--- src/rtl/fetch_decode_queue_if.sv ---
// Fetch/decode queue bus: IF-stage fetch inputs, PC control outputs, redirect and decode handshake.
// The slave modport is the queue side; the master modport is the surrounding pipeline.
interface fetch_decode_queue_if #(
    parameter int unsigned ADDR_W = 32,
    parameter int unsigned INSN_W = 32,
    parameter int unsigned DEPTH  = 4
);
    localparam int unsigned CNT_W = $clog2(DEPTH + 1);

    logic [ADDR_W-1:0] if_pc;
    logic [INSN_W-1:0] if_insn;
    logic              pc_wr_en;
    logic              jump_enable;
    logic [ADDR_W-1:0] jump_address;
    logic              redirect_valid;
    logic [ADDR_W-1:0] redirect_addr;
    logic              id_valid;
    logic              id_ready;
    logic [ADDR_W-1:0] id_pc;
    logic [INSN_W-1:0] id_insn;
    logic [CNT_W-1:0]  occupancy;

    modport master (
        output if_pc, if_insn, redirect_valid, redirect_addr, id_ready,
        input  pc_wr_en, jump_enable, jump_address, id_valid, id_pc, id_insn, occupancy
    );

    modport slave (
        input  if_pc, if_insn, redirect_valid, redirect_addr, id_ready,
        output pc_wr_en, jump_enable, jump_address, id_valid, id_pc, id_insn, occupancy
    );
endinterface

--- src/rtl/fetch_decode_queue.sv ---
// Fetch-to-decode queue: captures (pc, insn) one cycle after issue, buffers toward decode,
// throttles the PC and flushes on redirect. Optional same-cycle bypass: FETCH_BYPASS_EN.
module fetch_decode_queue #(
    parameter int unsigned ADDR_W = 32,
    parameter int unsigned INSN_W = 32,
    parameter int unsigned DEPTH  = 4
) (
    input logic                  clk,
    input logic                  rst,
    fetch_decode_queue_if.slave  bus
);
    localparam int unsigned CNT_W = $clog2(DEPTH + 1);
    localparam int unsigned PTR_W = $clog2(DEPTH);
    localparam logic [CNT_W:0]    FILL_MAX = (CNT_W + 1)'(DEPTH);
    localparam logic [INSN_W-1:0] NOP      = INSN_W'(32'h0000_0013);

    logic [CNT_W-1:0]  count_q, count_d;
    logic [PTR_W-1:0]  head_q, head_d;
    logic [PTR_W-1:0]  tail_q, tail_d;
    logic              inflight_v_q, inflight_v_d;
    logic [ADDR_W-1:0] inflight_pc_q, inflight_pc_d;

    logic [ADDR_W-1:0] mem_pc_q   [DEPTH];
    logic [INSN_W-1:0] mem_insn_q [DEPTH];

    logic [CNT_W:0] fill;
    logic           not_empty;
    logic           bypass;
    logic           issue;
    logic           capture;
    logic           pop;

    always_comb begin
        not_empty = (count_q != '0);
`ifdef FETCH_BYPASS_EN
        bypass = ~not_empty & inflight_v_q & ~bus.redirect_valid;
`else
        bypass = 1'b0;
`endif
        // Credit counts the in-flight fetch but never a same-cycle pop, so capture cannot overflow.
        fill         = {1'b0, count_q} + {{CNT_W{1'b0}}, inflight_v_q};
        bus.pc_wr_en = bus.redirect_valid | (fill < FILL_MAX);

        bus.jump_enable  = bus.redirect_valid;
        bus.jump_address = bus.redirect_addr;
        bus.occupancy    = count_q;
        bus.id_valid     = not_empty | bypass;
        if (not_empty) begin
            bus.id_pc   = mem_pc_q[head_q];
            bus.id_insn = mem_insn_q[head_q];
        end else if (bypass) begin
            bus.id_pc   = inflight_pc_q;
            bus.id_insn = bus.if_insn;
        end else begin
            bus.id_pc   = '0;
            bus.id_insn = NOP;
        end

        issue   = bus.pc_wr_en & ~bus.redirect_valid;
        pop     = not_empty & bus.id_ready;
        capture = inflight_v_q & ~bus.redirect_valid & ~(bypass & bus.id_ready);
    end

    always_comb begin
        count_d       = count_q;
        head_d        = head_q;
        tail_d        = tail_q;
        inflight_v_d  = issue;
        inflight_pc_d = issue ? bus.if_pc : inflight_pc_q;
        if (bus.redirect_valid) begin
            count_d = '0;
            head_d  = '0;
            tail_d  = '0;
        end else begin
            if (capture) tail_d = tail_q + PTR_W'(1);
            if (pop)     head_d = head_q + PTR_W'(1);
            unique case ({capture, pop})
                2'b10:   count_d = count_q + CNT_W'(1);
                2'b01:   count_d = count_q - CNT_W'(1);
                default: count_d = count_q;
            endcase
        end
    end

    always_ff @(posedge clk or negedge rst) begin
        if (!rst) begin
            count_q       <= '0;
            head_q        <= '0;
            tail_q        <= '0;
            inflight_v_q  <= 1'b0;
            inflight_pc_q <= '0;
        end else begin
            count_q       <= count_d;
            head_q        <= head_d;
            tail_q        <= tail_d;
            inflight_v_q  <= inflight_v_d;
            inflight_pc_q <= inflight_pc_d;
        end
    end

    // Storage needs no reset: count gates every read.
    always_ff @(posedge clk) begin
        if (capture) begin
            mem_pc_q[tail_q]   <= inflight_pc_q;
            mem_insn_q[tail_q] <= bus.if_insn;
        end
    end
endmodule
--- src/flat_wrapper.sv ---
// flat-port wrapper written by rule: the top's interface ports become plain ports
module fetch_decode_queue_flat 
#(
    parameter int unsigned ADDR_W = 32,
    parameter int unsigned INSN_W = 32,
    parameter int unsigned DEPTH  = 4
)
  (clk, rst, bus_if_pc, bus_if_insn, bus_redirect_valid, bus_redirect_addr, bus_id_ready, bus_pc_wr_en, bus_jump_enable, bus_jump_address, bus_id_valid, bus_id_pc, bus_id_insn, bus_occupancy);
  fetch_decode_queue_if #(.ADDR_W(ADDR_W), .INSN_W(INSN_W), .DEPTH(DEPTH)) bus_i ();
  input logic clk;
  input logic rst;
  input wire logic [$bits(bus_i.if_pc)-1:0] bus_if_pc;
  input wire logic [$bits(bus_i.if_insn)-1:0] bus_if_insn;
  input wire logic [$bits(bus_i.redirect_valid)-1:0] bus_redirect_valid;
  input wire logic [$bits(bus_i.redirect_addr)-1:0] bus_redirect_addr;
  input wire logic [$bits(bus_i.id_ready)-1:0] bus_id_ready;
  output wire logic [$bits(bus_i.pc_wr_en)-1:0] bus_pc_wr_en;
  output wire logic [$bits(bus_i.jump_enable)-1:0] bus_jump_enable;
  output wire logic [$bits(bus_i.jump_address)-1:0] bus_jump_address;
  output wire logic [$bits(bus_i.id_valid)-1:0] bus_id_valid;
  output wire logic [$bits(bus_i.id_pc)-1:0] bus_id_pc;
  output wire logic [$bits(bus_i.id_insn)-1:0] bus_id_insn;
  output wire logic [$bits(bus_i.occupancy)-1:0] bus_occupancy;
  assign bus_i.if_pc = bus_if_pc;
  assign bus_i.if_insn = bus_if_insn;
  assign bus_i.redirect_valid = bus_redirect_valid;
  assign bus_i.redirect_addr = bus_redirect_addr;
  assign bus_i.id_ready = bus_id_ready;
  assign bus_pc_wr_en = bus_i.pc_wr_en;
  assign bus_jump_enable = bus_i.jump_enable;
  assign bus_jump_address = bus_i.jump_address;
  assign bus_id_valid = bus_i.id_valid;
  assign bus_id_pc = bus_i.id_pc;
  assign bus_id_insn = bus_i.id_insn;
  assign bus_occupancy = bus_i.occupancy;
  fetch_decode_queue #(.ADDR_W(ADDR_W), .INSN_W(INSN_W), .DEPTH(DEPTH)) u_core (.clk(clk), .rst(rst), .bus(bus_i));
endmodule
--- config.mk ---
export PLATFORM = sky130hd
export DESIGN_NAME = fetch_decode_queue_flat
export DESIGN_NICKNAME = d
export VERILOG_FILES = /design/src/rtl/fetch_decode_queue_if.sv /design/src/rtl/fetch_decode_queue.sv /design/src/flat_wrapper.sv
export SDC_FILE = /design/constraint.sdc
export NUM_CORES = 1
export LEC_CHECK = 0
export BUFFER_PORTS_ARGS = -buffer_cell sky130_fd_sc_hd__buf_2
export CAP_MARGIN = 20
export CORE_ASPECT_RATIO = 1.5
export CORE_MARGIN = 5
export CORE_UTILIZATION = 60
export DETAILED_ROUTE_END_ITERATION = 10
export GPL_TIMING_DRIVEN = 0
export PLACE_DENSITY = 0.93
export SLEW_MARGIN = 5
export SYNTH_ARGS = -nofsm -noshare
export SYNTH_HDL_FRONTEND = slang
export SYNTH_SLANG_ARGS = --single-unit
--- constraint.sdc ---
create_clock -name clk -period 3.95 [get_ports clk]
set_input_delay 0.79 -clock clk [delete_from_list [all_inputs] [get_ports clk]]
set_output_delay 0.79 -clock clk [all_outputs]
set_load 0.1 [all_outputs]
# Word level (Yosys, flattened, before mapping)

Memory sizes are Yosys's and may differ from the RTL's.
Cells that the tools add are included.

Flip-flop bits (word level): 40
Bits in writable memories: 256
Input port bits: 100
Output and inout port bits: 102
Logic and storage cells: 34
Memories: 2

$add $sub $neg: 5
$lt $le $gt $ge: 1
Eq/ne operators: 2
Mux-type cells: 10
Bitwise logic cells: 5
Reduce and logical (&&, ||, !) cells: 4

Memory list:

| memory            | depth | width | read ports | clocked after memory_dff | write ports | RTL line                 | RTL |
|---|---|---|---|---|---|---|---|
| u_core.mem_insn_q | 4     | 32    | 1          | 0                        | 1           | fetch_decode_queue.sv:24 | `logic [INSN_W-1:0] mem_insn_q [DEPTH];` |
| u_core.mem_pc_q   | 4     | 32    | 1          | 0                        | 1           | fetch_decode_queue.sv:23 | `logic [ADDR_W-1:0] mem_pc_q [DEPTH];` |

Operators with widths:

| kind                                                                          | count |
|---|---|
| 32-bit 2-to-1 mux                                                             | 2 |
| 2-bit 2-to-1 mux                                                              | 4 |
| 3-bit one-hot mux with 2 select lines                                         | 1 |
| 3-bit nonzero test                                                            | 2 |
| 2-bit by 1-bit adder with 2-bit output (second input constant)                | 2 |
| 3-bit by 1-bit adder with 4-bit output                                        | 1 |
| 4-bit by 3-bit less-than comparator with 1-bit output (second input constant) | 1 |
| 2-bit nonzero test                                                            | 2 |
| 3-bit by 1-bit adder with 3-bit output (second input constant)                | 1 |
| 1-bit AND                                                                     | 3 |
| 3-bit 2-to-1 mux                                                              | 1 |
| 3-bit by 1-bit subtractor with 3-bit output (second input constant)           | 1 |
| 2-bit by 1-bit == test with 1-bit output (second input constant)              | 1 |
| 2-bit == test (second input constant)                                         | 1 |
| 1-bit 2-to-1 mux                                                              | 2 |
| 1-bit inverter                                                                | 1 |
| 1-bit OR                                                                      | 1 |

# Logic depth before layout (Yosys ltp)

Word-level depth: 5
Gate-level depth with buffers: 8
Mapped depth without buffers: 7

# Worst setup path after synthesis

No wires, ideal clock.

Path kind: register -> output
Start: register u_core.count_q[2], in the netlist u_core.bus.occupancy[2]
End: output bus_id_pc[22]
Arrival: 3.360 ns
Required time: 3.160 ns
Slack: -0.200 ns
Stages on the path, launching flop included: 6
Path buffers: 2
Cell sequence: dfrtp_1 > buf_2 > nor3_1 > inv_1 > clkbuf_1 > and2_1

Word-level cells in the longest chain between the ends: 2

Ends and longest elaborated chain:

| element                  | RTL line                 | RTL |
|---|---|---|
| start: declaration       | fetch_decode_queue.sv:17 | `logic [CNT_W-1:0] count_q, count_d;` |
| start signal: assignment | fetch_decode_queue.sv:93 | `count_q <= count_d;` |
| 3-bit nonzero test       | fetch_decode_queue.sv:34 | `not_empty = (count_q != '0);` |
| via bus_id_valid         | flat_wrapper.sv:20       | `output wire logic [$bits(bus_i.id_valid)-1:0] bus_id_valid;` |
| 32-bit 2-to-1 mux        | fetch_decode_queue.sv:48 | `if (not_empty) begin` |
| end: declaration         | flat_wrapper.sv:21       | `output wire logic [$bits(bus_i.id_pc)-1:0] bus_id_pc;` |

The timed path passes the listed nets, and every way through them passes these cells.

# Final worst setup path

Start: register u_core.count_q[0], in the netlist u_core.bus.occupancy[0]
End: output bus_id_pc[9]

Word-level cells in the longest chain between the ends: 2

Ends and longest elaborated chain:

| element            | RTL line |
|---|---|
| 3-bit nonzero test | fetch_decode_queue.sv:34 |
| 32-bit 2-to-1 mux  | fetch_decode_queue.sv:48 |

Every way passes these cells.

==> qor.yml <==
syn_inst: 561
grt_pass1_wl_mm: 34.8
grt_pass1_vias: 6399
synth_area_um2: 11700
cts_sinks: 296
worstSetupEndpointType: "output pin"
wl_per_cell_um: 21.8
post-route-period-util_pct: 94.5
cp_slowest_cell: "nor3_1"
drcViolationCount: 0
routed_wl_mm: 22.6
synth_ff_type: "edfxtp_1"
gr-usage-all-layers_pct: 20.4
cp.depth: 5
nNetsFinal: 867
yosysWarnings: 0
hold_viol: 0
worst_pin_slew_ns: 0.711
clk_path_buf_depth: 3
grt_start_max_net_pins: 53
synthTopCellsByArea: "edfxtp_1 66%, mux4_2 12%, dfrtp_1 8.6%, and2_1 3.5%, mux2_1 2.7%"
critPathMaxFanout: 10
io_buffers: 168
synthTopCellsByCount: "256 x edfxtp_1, 65 x and2_1, 64 x mux4_2"
final_antenna_net_count: 0
io_pins: 202
place.gp.congestion: 0.770
rrSetupSlack_ns: 1.83
die_area_um2: 22400
fin_crit_ns: 3.73
postCtsHoldBufs: 0
hold_class: "input port to asynchronous set/reset pin"
synth_top_area_share_pct: 65.8
worstSetupStartpointType: "register"
core.rowCount: 62
cap_violations: 0
critical-path-top-delay-family: "buffers and inverters"
initialDrtViolationCount: 328
worstPathCellList: "nor3_1, inv_1, clkbuf_1, and2_1, buf_2"
antenna_cells: 0
area_growth_pct: 19.1
rsz0062_at_grt: "no"
setup_violations: 0
r2r-start: "u_core.bus.occupancy[0]"
drv_slew: 0
crit_type: "register to output pin"
initial_core_util_pct: 60.9
skew_ns: 0.0116
drive_above_1_share_pct: 44.1
cts_resized: 0
antenna_found_initial: 0
clk_latency_ns: 0.52
async_reset_ff_share_pct: 13.5
finish.utilization_pct: 72.6
max_stage_delay_ns: 0.64
synth_top_area_cell: "edfxtp_1"
h-tree-depth: 1
netlist-cell-type-count: 33
maxSlewHeadroom_pct: 52.2
post_cts_buffers: 0
numCtsBuffers: 26
cp-endpoint: "bus_id_pc[9]"
crit_arrival_ns: 2.94
syn_nets: 666
synth_edf_count: 256
die_w_um: 124
grt_overflow: 0
cp-startpoint: "u_core.bus.occupancy[0]"
status: "finished clean"
reg2regPathDepth: 5
via_per_inst: 5.57
critPathBufInv: 3
ys_seq_area_share_pct: 74.4
clk_pin_slew_ns: 0.07
fmax_mhz: 268
die_h_um: 181
dp_hpwl_mm: 15.0
syn_avg_cell_area_um2: 20.8
yosysMostFrequentCell: "edfxtp_1"
coreArea_um2: 19200
vias: 5777
cp.required_ns: 3.16
cts_tree: "done"
detail_route.first_pass.iterations: 4
r2r_end: "u_core.head_q[1]"
fillCellCount: 1134
cts-root-buf: "clkbuf_16"
ys_ff_latch: 296
final cells by class:
cell class	count	area [µm²]	share of cell area (%)
Sequential cell	296	8690	62.5
Tap cell	256	320	2.30
Clock inverter	12	175	1.26
Inverter	3	11.3	0.0810
Multi-Input combinational cell	202	2550	18.4
Buffer	60	434	3.12
Timing Repair Buffer	173	971	6.98
Clock buffer	36	749	5.39
flip-flops by register name, summed over array words and instances, names as in the netlist:
register              count
u_core.mem_insn_q       128
u_core.tail_q             2
u_core.inflight_pc_q     32
u_core.inflight_v_q       1
u_core.head_q             2
u_core.bus.occupancy      3
u_core.mem_pc_q         128
how the worst min path moves through the flow:
stage                                        end                      from  slack [ns]
final                           u_core.head_q[1]                       rst        0.19
after global routing            u_core.head_q[1]                       rst        0.21
after detailed placement  u_core.mem_pc_q[3][16]  u_core.inflight_pc_q[16]        0.50
after floorplan            u_core.mem_pc_q[0][0]   u_core.inflight_pc_q[0]        0.47
after CTS                       u_core.head_q[1]                       rst        0.44
after global placement    u_core.mem_pc_q[0][20]  u_core.inflight_pc_q[20]        0.48
kinds of logic (layout without fill, tap and decap cells):
kind of cell / Yosys count / after routing / synth area share [%]
buffers and inverters: 63 / 284 / 3.80
adder cells (fa/ha/maj): 5 / 5 / 0.600
AO/OA/AOI/OAI: 7 / 7 / 0.461
AND/OR/NAND/NOR: 84 / 84 / 4.33
XOR/XNOR: 7 / 7 / 0.525
flip-flops: 296 / 296 / 74.4
multiplexers: 99 / 99 / 15.9
metal layers:
| layer | GRT usage, % | part of all wire, % | vias up |
|---|---|---|---|
| li1 | - | - | 2568 |
| met1 | 24.4 | 36 | 2947 |
| met2 | 37.6 | 55 | 217 |
| met3 | 3.32 | 6.5 | 45 |
| met4 | 5.92 | 2.5 | 0 |
| met5 | 0 | 0 | - |
cell usage in the layout, fill, tap and decap left out, types with 2 or more instances in the layout:
| cell type | Yosys | final |
|---|---|---|
| ha_1 | 4 | 4 |
| clkbuf_8 | 0 | 4 |
| xor2_1 | 2 | 2 |
| buf_6 | 9 | 9 |
| dfrtp_1 | 40 | 40 |
| edfxtp_1 | 256 | 256 |
| clkinvlp_4 | 0 | 2 |
| nor2_1 | 8 | 8 |
| clkinv_4 | 0 | 2 |
| bufinv_16 | 0 | 4 |
| clkbuf_16 | 0 | 27 |
| buf_4 | 34 | 34 |
| buf_2 | 10 | 178 |
| clkinv_2 | 0 | 2 |
| buf_16 | 0 | 4 |
| inv_1 | 3 | 3 |
| mux2i_1 | 2 | 2 |
| mux2_1 | 28 | 28 |
| and2_1 | 65 | 61 |
| clkbuf_1 | 7 | 11 |
| and2_4 | 0 | 4 |
| mux2_4 | 5 | 5 |
| or2_1 | 3 | 3 |
| mux4_2 | 64 | 64 |
| xnor2_1 | 5 | 5 |
stage by stage:
| step | setup WS [ns] | hold WS, ns | cells | cell area, µm² | setup TNS, ns |
|---|---|---|---|---|---|
| after floorplan | 0.287 | 0.469 | 561 | 11700 | 0 |
| after global placement | -0.202 | 0.479 | 985 | 12800 | -46.79 |
| after detailed placement | 0.711 | 0.497 | 989 | 13000 | 0 |
| after CTS | 0.139 | 0.441 | 1037 | 13900 | 0 |
| after global routing | 0.132 | 0.206 | 1038 | 13900 | 0 |
| final | 0.216 | 0.193 | 1038 | 13900 | 0 |
Power is left out: the tool's default activity adds up to more than one toggle a clock period on the data nets, which glitch-free logic cannot reach.
